==> config.mk <==
export PLATFORM = sky130hd
export DESIGN_NAME = ram_stream_reader_flat
export DESIGN_NICKNAME = d
export VERILOG_FILES = /design/src/rtl/ram_stream_reader_if.sv /design/src/rtl/ram_stream_reader.sv /design/src/flat_wrapper.sv
export SDC_FILE = /design/constraint.sdc
export NUM_CORES = 1
export LEC_CHECK = 0
export ABC_AREA = 1
export BUFFER_PORTS_ARGS = -buffer_cell sky130_fd_sc_hd__buf_2
export CAP_MARGIN = 0
export CORE_MARGIN = 2
export CORE_UTILIZATION = 35
export DETAILED_ROUTE_END_ITERATION = 12
export PLACE_DENSITY_LB_ADDON = 0.1
export SLEW_MARGIN = 15
export SYNTH_ARGS = -nofsm -noshare
export SYNTH_HDL_FRONTEND = slang
export SYNTH_SLANG_ARGS = --single-unit
==> constraint.sdc <==
create_clock -name clk_i -period 4.4 [get_ports clk_i]
set_clock_uncertainty 0.1 [all_clocks]
set_input_delay 0.22 -clock clk_i [delete_from_list [all_inputs] [get_ports clk_i]]
set_output_delay 0.22 -clock clk_i [all_outputs]
set_load 0.01 [all_outputs]
==> src/rtl/ram_stream_reader_if.sv <==
// Command, RAM read port and output stream of ram_stream_reader, bundled as one port.
// The master modport is the reader's view; slave is the view of its surroundings.

interface ram_stream_reader_if #(
    parameter int DATA_WIDTH = 8,
    parameter int ADDR_WIDTH = 8
);
    logic                  start_i;
    logic [ADDR_WIDTH-1:0] base_addr_i;
    logic [ADDR_WIDTH-1:0] len_i;
    logic                  busy_o;
    logic                  done_o;
    logic                  ram_rd_en_o;
    logic [ADDR_WIDTH-1:0] ram_rd_addr_o;
    logic [DATA_WIDTH-1:0] ram_rd_data_i;
    logic [DATA_WIDTH-1:0] m_data_o;
    logic                  m_valid_o;
    logic                  m_ready_i;
    logic                  m_last_o;

    modport master (
        input  start_i, base_addr_i, len_i, ram_rd_data_i, m_ready_i,
        output busy_o, done_o, ram_rd_en_o, ram_rd_addr_o, m_data_o, m_valid_o, m_last_o
    );

    modport slave (
        output start_i, base_addr_i, len_i, ram_rd_data_i, m_ready_i,
        input  busy_o, done_o, ram_rd_en_o, ram_rd_addr_o, m_data_o, m_valid_o, m_last_o
    );
endinterface

==> src/rtl/ram_stream_reader.sv <==
// Burst read master for simple_dual_port_ram: issues credit-limited reads, realigns
// the data behind the RAM read latency and streams it out through a small FIFO.

module ram_stream_reader_chk #(
    parameter int FIFO_DEPTH = 4,
    parameter int CNT_W      = 3
) (
    input logic             clk,
    input logic             rst,
    input logic             push,
    input logic [CNT_W-1:0] count
);
    // A push into a full FIFO means the credit rule was broken.
    property p_no_overflow;
        @(posedge clk) disable iff (rst) push |-> (count != CNT_W'(FIFO_DEPTH));
    endproperty
    a_no_overflow: assert property (p_no_overflow);
endmodule

module ram_stream_reader #(
    parameter int DATA_WIDTH = 8,
    parameter int ADDR_WIDTH = 8,
    parameter int RD_LATENCY = 1,
    parameter int FIFO_DEPTH = 4
) (
    input logic                 clk_i,
    input logic                 rst_i,
    ram_stream_reader_if.master bus
);
    localparam int PTR_W = $clog2(FIFO_DEPTH);
    localparam int CNT_W = PTR_W + 1;
    localparam int CRD_W = CNT_W + 1;
    localparam logic [ADDR_WIDTH-1:0] ADDR_ONE = {{(ADDR_WIDTH-1){1'b0}}, 1'b1};
    localparam logic [CNT_W-1:0]      CNT_ONE  = {{(CNT_W-1){1'b0}}, 1'b1};
    localparam logic [PTR_W-1:0]      PTR_ONE  = {{(PTR_W-1){1'b0}}, 1'b1};

    generate
        if ((RD_LATENCY != 1) && (RD_LATENCY != 2)) begin : g_bad_latency
            $fatal(1, "ram_stream_reader: RD_LATENCY must be 1 or 2");
        end
        if ((FIFO_DEPTH < RD_LATENCY + 2) || ((FIFO_DEPTH & (FIFO_DEPTH - 1)) != 0)) begin : g_bad_depth
            $fatal(1, "ram_stream_reader: FIFO_DEPTH must be a power of two and >= RD_LATENCY+2");
        end
    endgenerate

    typedef enum logic [1:0] {
        ST_IDLE  = 2'd0,
        ST_READ  = 2'd1,
        ST_DRAIN = 2'd2
    } state_t;

    state_t                  state_r;
    state_t                  state_next_s;
    logic [ADDR_WIDTH-1:0]   addr_r;
    logic [ADDR_WIDTH-1:0]   rem_r;
    logic                    active_r;
    logic                    done_r;
    logic [RD_LATENCY-1:0]   iss_r;
    logic [RD_LATENCY-1:0]   lst_r;
    logic [DATA_WIDTH-1:0]   fifo_data_r [FIFO_DEPTH];
    logic [FIFO_DEPTH-1:0]   fifo_last_r;
    logic [PTR_W-1:0]        wr_ptr_r;
    logic [PTR_W-1:0]        rd_ptr_r;
    logic [CNT_W-1:0]        count_r;

    logic [CNT_W-1:0]        inflight_s;
    logic [CRD_W-1:0]        credit_s;
    logic                    issue_s;
    logic                    last_issue_s;
    logic                    push_s;
    logic                    push_last_s;
    logic                    valid_s;
    logic                    pop_s;
    logic                    last_pop_s;

    function automatic logic [CNT_W-1:0] flag_count(input logic [RD_LATENCY-1:0] flags);
        logic [CNT_W-1:0] n;
        n = {CNT_W{1'b0}};
        for (int i = 0; i < RD_LATENCY; i++) begin
            n = n + {{(CNT_W-1){1'b0}}, flags[i]};
        end
        return n;
    endfunction

    // Credit counts words already queued plus words still inside the RAM pipeline.
    assign inflight_s   = flag_count(iss_r);
    assign credit_s     = CRD_W'(count_r) + CRD_W'(inflight_s);
    assign issue_s      = (state_r == ST_READ) && (credit_s < CRD_W'(FIFO_DEPTH));
    assign last_issue_s = issue_s && (rem_r == {ADDR_WIDTH{1'b0}});
    assign push_s       = iss_r[RD_LATENCY-1];
    assign push_last_s  = lst_r[RD_LATENCY-1];
    assign valid_s      = (count_r != {CNT_W{1'b0}});
    assign pop_s        = valid_s && bus.m_ready_i;
    assign last_pop_s   = pop_s && fifo_last_r[rd_ptr_r];

    // Next-state logic.
    always_comb begin
        state_next_s = state_r;
        case (state_r)
            ST_IDLE: begin
                if (bus.start_i) state_next_s = ST_READ;
                else             state_next_s = ST_IDLE;
            end
            ST_READ: begin
                if (last_issue_s) state_next_s = ST_DRAIN;
                else              state_next_s = ST_READ;
            end
            ST_DRAIN: begin
                if (last_pop_s) state_next_s = ST_IDLE;
                else            state_next_s = ST_DRAIN;
            end
            default: state_next_s = ST_IDLE;
        endcase
    end

    // State, burst address/count and the registered status outputs.
    always_ff @(posedge clk_i or posedge rst_i) begin
        if (rst_i) begin
            state_r  <= ST_IDLE;
            addr_r   <= {ADDR_WIDTH{1'b0}};
            rem_r    <= {ADDR_WIDTH{1'b0}};
            active_r <= 1'b0;
            done_r   <= 1'b0;
        end else begin
            state_r  <= state_next_s;
            active_r <= (state_next_s != ST_IDLE);
            done_r   <= (state_r == ST_DRAIN) && last_pop_s;
            if ((state_r == ST_IDLE) && bus.start_i) begin
                addr_r <= bus.base_addr_i;
                rem_r  <= bus.len_i;
            end else if (issue_s) begin
                addr_r <= addr_r + ADDR_ONE;
                rem_r  <= rem_r - ADDR_ONE;
            end
        end
    end

    // Issue/last flags travel alongside the RAM read pipeline.
    always_ff @(posedge clk_i or posedge rst_i) begin
        if (rst_i) begin
            iss_r <= {RD_LATENCY{1'b0}};
            lst_r <= {RD_LATENCY{1'b0}};
        end else begin
            iss_r[0] <= issue_s;
            lst_r[0] <= last_issue_s;
            for (int i = 1; i < RD_LATENCY; i++) begin
                iss_r[i] <= iss_r[i-1];
                lst_r[i] <= lst_r[i-1];
            end
        end
    end

    // Output FIFO; push and pop in the same cycle leave the occupancy unchanged.
    always_ff @(posedge clk_i or posedge rst_i) begin
        if (rst_i) begin
            wr_ptr_r    <= {PTR_W{1'b0}};
            rd_ptr_r    <= {PTR_W{1'b0}};
            count_r     <= {CNT_W{1'b0}};
            fifo_last_r <= {FIFO_DEPTH{1'b0}};
            for (int i = 0; i < FIFO_DEPTH; i++) begin
                fifo_data_r[i] <= {DATA_WIDTH{1'b0}};
            end
        end else begin
            if (push_s) begin
                fifo_data_r[wr_ptr_r] <= bus.ram_rd_data_i;
                fifo_last_r[wr_ptr_r] <= push_last_s;
                wr_ptr_r              <= wr_ptr_r + PTR_ONE;
            end
            if (pop_s) begin
                rd_ptr_r <= rd_ptr_r + PTR_ONE;
            end
            case ({push_s, pop_s})
                2'b10:   count_r <= count_r + CNT_ONE;
                2'b01:   count_r <= count_r - CNT_ONE;
                default: count_r <= count_r;
            endcase
        end
    end

    // rd_en stays high through READ and DRAIN so a RAM output register keeps advancing.
    assign bus.busy_o        = active_r;
    assign bus.done_o        = done_r;
    assign bus.ram_rd_en_o   = active_r;
    assign bus.ram_rd_addr_o = addr_r;
    assign bus.m_valid_o     = valid_s;
    assign bus.m_data_o      = fifo_data_r[rd_ptr_r];
    assign bus.m_last_o      = fifo_last_r[rd_ptr_r];

    ram_stream_reader_chk #(
        .FIFO_DEPTH (FIFO_DEPTH),
        .CNT_W      (CNT_W)
    ) u_chk (
        .clk   (clk_i),
        .rst   (rst_i),
        .push  (push_s),
        .count (count_r)
    );
endmodule

==> src/flat_wrapper.sv <==
// flat-port wrapper written by rule: the top's interface ports become plain ports
module ram_stream_reader_flat 
#(
    parameter int DATA_WIDTH = 8,
    parameter int ADDR_WIDTH = 8,
    parameter int RD_LATENCY = 1,
    parameter int FIFO_DEPTH = 4
)
  (clk_i, rst_i, bus_start_i, bus_base_addr_i, bus_len_i, bus_ram_rd_data_i, bus_m_ready_i, bus_busy_o, bus_done_o, bus_ram_rd_en_o, bus_ram_rd_addr_o, bus_m_data_o, bus_m_valid_o, bus_m_last_o);
  ram_stream_reader_if #(.DATA_WIDTH(DATA_WIDTH), .ADDR_WIDTH(ADDR_WIDTH)) bus_i ();
  input logic clk_i;
  input logic rst_i;
  input wire logic [$bits(bus_i.start_i)-1:0] bus_start_i;
  input wire logic [$bits(bus_i.base_addr_i)-1:0] bus_base_addr_i;
  input wire logic [$bits(bus_i.len_i)-1:0] bus_len_i;
  input wire logic [$bits(bus_i.ram_rd_data_i)-1:0] bus_ram_rd_data_i;
  input wire logic [$bits(bus_i.m_ready_i)-1:0] bus_m_ready_i;
  output wire logic [$bits(bus_i.busy_o)-1:0] bus_busy_o;
  output wire logic [$bits(bus_i.done_o)-1:0] bus_done_o;
  output wire logic [$bits(bus_i.ram_rd_en_o)-1:0] bus_ram_rd_en_o;
  output wire logic [$bits(bus_i.ram_rd_addr_o)-1:0] bus_ram_rd_addr_o;
  output wire logic [$bits(bus_i.m_data_o)-1:0] bus_m_data_o;
  output wire logic [$bits(bus_i.m_valid_o)-1:0] bus_m_valid_o;
  output wire logic [$bits(bus_i.m_last_o)-1:0] bus_m_last_o;
  assign bus_i.start_i = bus_start_i;
  assign bus_i.base_addr_i = bus_base_addr_i;
  assign bus_i.len_i = bus_len_i;
  assign bus_i.ram_rd_data_i = bus_ram_rd_data_i;
  assign bus_i.m_ready_i = bus_m_ready_i;
  assign bus_busy_o = bus_i.busy_o;
  assign bus_done_o = bus_i.done_o;
  assign bus_ram_rd_en_o = bus_i.ram_rd_en_o;
  assign bus_ram_rd_addr_o = bus_i.ram_rd_addr_o;
  assign bus_m_data_o = bus_i.m_data_o;
  assign bus_m_valid_o = bus_i.m_valid_o;
  assign bus_m_last_o = bus_i.m_last_o;
  ram_stream_reader #(.DATA_WIDTH(DATA_WIDTH), .ADDR_WIDTH(ADDR_WIDTH), .RD_LATENCY(RD_LATENCY), .FIFO_DEPTH(FIFO_DEPTH)) u_core (.clk_i(clk_i), .rst_i(rst_i), .bus(bus_i));
endmodule
# Yosys cells after proc, flatten, opt, wreduce, memory -nomap -nowiden
# Index checks and enable logic that the tools add are counted.
[classes]
add_sub_neg = 7
bitwise_logic = 2
n_mux = 20
n_reduce_logical = 14
eq_ne = 4
order_cmp = 7
[ops]
columns = ["operator", "count"]
rows = [
  ["$mux 8", 7],
  ["$bwmux 32", 1],
  ["$bmux 8 s2", 1],
  ["$demux 8 s2", 1],
  ["$add 8x1->8 const B", 1],
  ["$logic_and 1x1->1", 8],
  ["$logic_not 8->1", 1],
  ["$sub 8x1->8 const B", 1],
  ["$ge 3x3->1 const B", 2],
  ["$lt 2x3->1 const B", 2],
  ["$not 2->3", 2],
  ["$pmux 2 s3", 1],
  ["$pmux 3 s2", 1],
  ["$reduce_bool 2->1", 3],
  ["$add 2x1->2 const B", 2],
  ["$add 3x1->4", 1],
  ["$bwmux 4", 1],
  ["$eq 2x1->1 const B", 2],
  ["$eq 2x2->1 const B", 2],
  ["$lt 4x3->1 const B", 1],
  ["$mux 2", 2],
  ["$add 3x1->3 const B", 1],
  ["$lt 3x1->1 const B", 1],
  ["$mux 1", 3],
  ["6 further kinds", 6],
]
[word_totals]
in_bits = 28
wordCells = 69
out_inout_bits = 21
ff_bits = 65

# Longest topological paths before layout
[depth]
ltp_word = 7
ltp_mapped = 10
ltp_nobuf = 10

# Worst setup path after synthesis
# OpenSTA, ideal clock, no wires.
[synth_path]
kind = "register to register"
start = "register u_core.count_r[0]"
end = "register u_core.count_r[2]"
setup_slack_ps = 2587
arrival_ps = 1582
synth_period_minus_slack_ps = 1813
path_stages_with_launch = 9
n_path_buf = 0
path_cell_list = "dfrtp_1 -> nor2_1 -> a21oi_2 -> ha_1 -> inv_1 -> fa_1 -> a21oi_1 -> o21ai_0 -> xor2_1"
[synth_via]
elab_chain_len = 4
[synth_rtl]
columns = ["item", "line_no", "rtl"]
rows = [
  ["start: declaration", "ram_stream_reader.sv:64", "logic [CNT_W-1:0] count_r;"],
  ["start signal: assignment", "ram_stream_reader.sv:158", "count_r <= {CNT_W{1'b0}};"],
  ["start signal: assignment", "ram_stream_reader.sv:173", "2'b10: count_r <= count_r + CNT_ONE;"],
  ["start signal: assignment", "ram_stream_reader.sv:174", "2'b01: count_r <= count_r - CNT_ONE;"],
  ["$reduce_bool 3->1 *", "ram_stream_reader.sv:92", "assign valid_s = (count_r != {CNT_W{1'b0}});"],
  ["$logic_and 1x1->1 *", "ram_stream_reader.sv:93", "assign pop_s = valid_s && bus.m_ready_i;"],
  ["net u_core.pop_s", "ram_stream_reader.sv:73", "logic pop_s;"],
  ["$eq 2x1->1 or $eq 2x2->1 (tied branches)", "ram_stream_reader.sv:172", "case ({push_s, pop_s})"],
  ["$pmux 3 s2 or $reduce_bool 2->1 (tied branches)", "-", ""],
]
# Mark *: on every way through the listed nets, which the timed path passes. The rest lies on a longest branch.
# A chain may end at the register's enable or synchronous reset.

# Final worst setup path
[layout_path]
start = "register u_core.rd_ptr_r[0]"
end = "output port bus_m_last_o"
[layout_via]
elab_chain_len = 2
[layout_rtl]
columns = ["item", "line_no", "rtl"]
rows = [
  ["start: declaration", "ram_stream_reader.sv:63", "logic [PTR_W-1:0] rd_ptr_r;"],
  ["start signal: assignment", "ram_stream_reader.sv:157", "rd_ptr_r <= {PTR_W{1'b0}};"],
  ["start signal: assignment", "ram_stream_reader.sv:170", "rd_ptr_r <= rd_ptr_r + PTR_ONE;"],
  ["$bmux 1 s2", "ram_stream_reader.sv:187", "assign bus.m_last_o = fifo_last_r[rd_ptr_r];"],
  ["$mux 1 (implied by the code)", "ram_stream_reader.sv:187", ""],
  ["end: declaration", "flat_wrapper.sv:24", "output wire logic [$bits(bus_i.m_last_o)-1:0] bus_m_last_o;"],
]
# No other way between the ends. The select of a mux whose other input is x is not followed.

==> impl_metrics.env <==
export IMPL_status="finished, final reports clean"
export IMPL_gp_congestion=0.7923
export IMPL_worst_slew_pin_slew_ns=0.6234
export IMPL_synth_ff_type="dfrtp_1"
export IMPL_required_ns=4.08
export IMPL_min_period_over_period_pct=60.72
export IMPL_io_pins=49
export IMPL_synthMuxAreaShare_pct=0
export IMPL_postCtsHoldBufs=1
export IMPL_synth_area_per_cell_um2=8.035
export IMPL_p_int_mw=1.687
export IMPL_synth_compound_area_share_pct=13.74
export IMPL_ys_seq_area_share_pct=49.62
export IMPL_vdd_ir_drop_max_mv=0.2700
export IMPL_r2r_setup_slack_ns=2.22
export IMPL_power_frac_comb_pct=43.8
export IMPL_cts_buffers=9
export IMPL_fin_area_mm2=0.003791
export IMPL_synth_seq_cells=65
export IMPL_min_path_type="in -> reg"
export IMPL_power_total_mw=2.938
export IMPL_p_leak_nw=1.921
export IMPL_clk_pin_slew_ns=0.07
export IMPL_synth_cell_types=29
export IMPL_nets=490
export IMPL_setup_viol=0
export IMPL_grt_max_degree=42
export IMPL_root_buffer="clkbuf_8"
export IMPL_synthAdderAreaFrac_pct=3.282
export IMPL_synth_xor_xnor_area_share_pct=1.336
export IMPL_tns_ns=0
export IMPL_max_freq_mhz=374.3
export IMPL_p_sw_share_pct=42.58
export IMPL_drt_first_iter_violations=51
export IMPL_cts_tree="yes"
export IMPL_core_area_mm2=0.009153
export IMPL_p_sw_mw=1.251
export IMPL_die_x_um=100.8
export IMPL_die_y_um=100.8
export IMPL_cts_sinks=65
export IMPL_clockBufferDepth=2
export IMPL_grt_pass1_vias=2711
export IMPL_gr_total_overflow=0
export IMPL_drcViolationCount=0
export IMPL_post_cts_buffers=0
export IMPL_wl_um=7236
export IMPL_htreeDepth=3
export IMPL_portBuffers=48
export IMPL_drive_above_1_share_pct=16.81
export IMPL_dp_hpwl_um=4876
export IMPL_n_antenna_cell=0
export IMPL_crit_path_end_kind="output pin"
export IMPL_synth_nets=444
export IMPL_period_needed_ns=2.672
export IMPL_crit_type="reg -> out"
export IMPL_pwr_share_clk_pct=18.7
export IMPL_synth_edf_count=0
export IMPL_synth_area_mm2=0.003278
export IMPL_maxCapViolations=0
export IMPL_seq_power_share_pct=37.6
export IMPL_arrival_ns=2.35
export IMPL_areaGrowthSynthToFinish_pct=15.65
export IMPL_antenna_found_initial=0
export IMPL_yosys_area_share_simple_pct=24.20
export IMPL_wire_per_inst_um=12.72
export IMPL_startpoint_type="flop"
export IMPL_synth_top_family_by_area="simple AND/OR/NAND/NOR gates"
export IMPL_fp_dieArea_mm2=0.01016
export IMPL_avgViaCountPerCell=4.707
export IMPL_synth_cells=408
export IMPL_slew_violations=0
export IMPL_placed_cells_incl_taps=553
export IMPL_dr_pass1_iters=4
export IMPL_vias=2678
export IMPL_final_antenna_net_count=0
export IMPL_fin_cells=569
export IMPL_max_slew_margin_pct=58.34
export IMPL_insertion_delay_ns=0.34
export IMPL_grt_usage_pct=15.51
export IMPL_post_cts_resized=0
export IMPL_async_reset_ff_share_pct=100.0
export IMPL_rows=35
export IMPL_crit_fanout=20
export IMPL_yosys_warnings=0
export IMPL_grt_pass1_wl_um=12290
export IMPL_hold_viol=0
export IMPL_pwr_density_cell_mw_per_mm2=775.0
export IMPL_start_util_pct=35.82
export IMPL_rsz0062_at_grt="no"
export IMPL_place_area_mm2=0.003572
[power groups by stage]
stage	Clock [mW]	Combinational, mW	Sequential (mW)
after global placement	0	1.28	1.11
final	0.549	1.29	1.10
after CTS	0.567	1.32	1.11
after global routing	0.590	1.52	1.15
after floorplan	0	1.05	1.05
after detailed placement	0	1.31	1.12
[final timing paths]
kind / to / cells after the start / startpoint
worst max-delay path: bus_m_last_o / 5 / u_core.rd_ptr_r[0]
worst min-delay path: u_core.rem_r[6] / 3 / bus_len_i[6]
worst max register to register: u_core.bus.busy_o / 6 / u_core.rd_ptr_r[0]
worst min register to register: u_core.fifo_data_r[17] / 2 / u_core.fifo_data_r[17]
max in group asynchronous: u_core.fifo_data_r[25] / 4 / rst_i
min in group asynchronous: u_core.count_r[2] / 3 / rst_i
[critical path, stage by stage (launching register included)]
cell	delay [ns]
dfrtp_1	0.75
clkinv_1	0.64
nand2_1	0.21
nand3_1	0.10
and2_1	0.19
buf_2	0.13
[flip-flops by register name, summed over array words and instances (netlist names)]
name	count
u_core.rd_ptr_r	2
u_core.fifo_data_r	32
u_core.bus.done_o	1
u_core.state_r	2
u_core.iss_r	1
u_core.rem_r	8
u_core.bus.busy_o	1
u_core.count_r	3
u_core.fifo_last_r	4
u_core.lst_r	1
u_core.wr_ptr_r	2
u_core.bus.ram_rd_addr_o	8
[per-layer routing]
metal | share of wire [%] | vias to the layer above | GRT usage [%]
met3 | 3.4 | 13 | 3.745
met5 | 0 | - | 0
met2 | 48 | 45 | 27.13
li1 | - | 1396 | -
met4 | 1.6 | 0 | 5.058
met1 | 47 | 1224 | 18.69
[synth_stat cells, types with 3 or more instances]
cell | number | share of area, %
dfrtp_1 | 65 | 50
o21ai_0 | 68 | 10
ha_1 | 7 | 2.7
nand3_1 | 21 | 3.2
xor2_1 | 4 | 1.1
nor2_1 | 48 | 5.5
nand2_1 | 108 | 12
a21oi_1 | 3 | 0.46
inv_2 | 3 | 0.34
clkbuf_1 | 6 | 0.69
buf_4 | 5 | 1.1
inv_1 | 38 | 4.4
o21a_1 | 3 | 0.69
o22ai_1 | 9 | 1.7
[layout make-up]
type                    instances  area [um2]
repair buffers                 50       257.7
inverters                      43       163.9
multi-input cells             285        1395
well taps                     111       138.9
fillers                       970        5361
flip-flops and latches         65        1627
clock inverters                 5       81.33
clock buffers                  10       127.6
[cell families after synthesis]
group                      count (synthesis)
DFF                                       65
buffers and inverters                     58
AOI/OAI and AO/OA                         85
xor gates and xnor gates                   5
and+or+nand+nor                          187
adders and majority gates                  8
[per-stage QoR]
stage | setup WS (ns) | utilization (%) | hold WS [ns]
3_5_place_dp | 2.072 | 39.03 | 0.2220
6_report | 1.728 | 41.42 | 0.02336
3_3_place_gp | 2.144 | 39.03 | 0.2217
5_1_grt | 1.460 | 41.42 | 0.03982
4_1_cts | 1.680 | 41.42 | 0.02029
2_1_floorplan | 2.454 | - | 0.2633
[cell usage in the layout, fill, tap and decap left out, drive strengths merged]
master / count
dfrtp: 65
o21a: 3
o22ai: 9
nand3: 24
o21ai: 68
dlygate4sd3: 1
o211ai: 1
bufinv: 2
or2: 2
xnor2: 1
nand2: 109
ha: 7
and2: 1
clkinv: 3
nor3: 1
a21oi: 4
inv: 42
xor2: 4
clkinvlp: 1
buf: 49
nor2: 50
fa: 1
clkbuf: 10
Power figures use the tool's default switching activity.
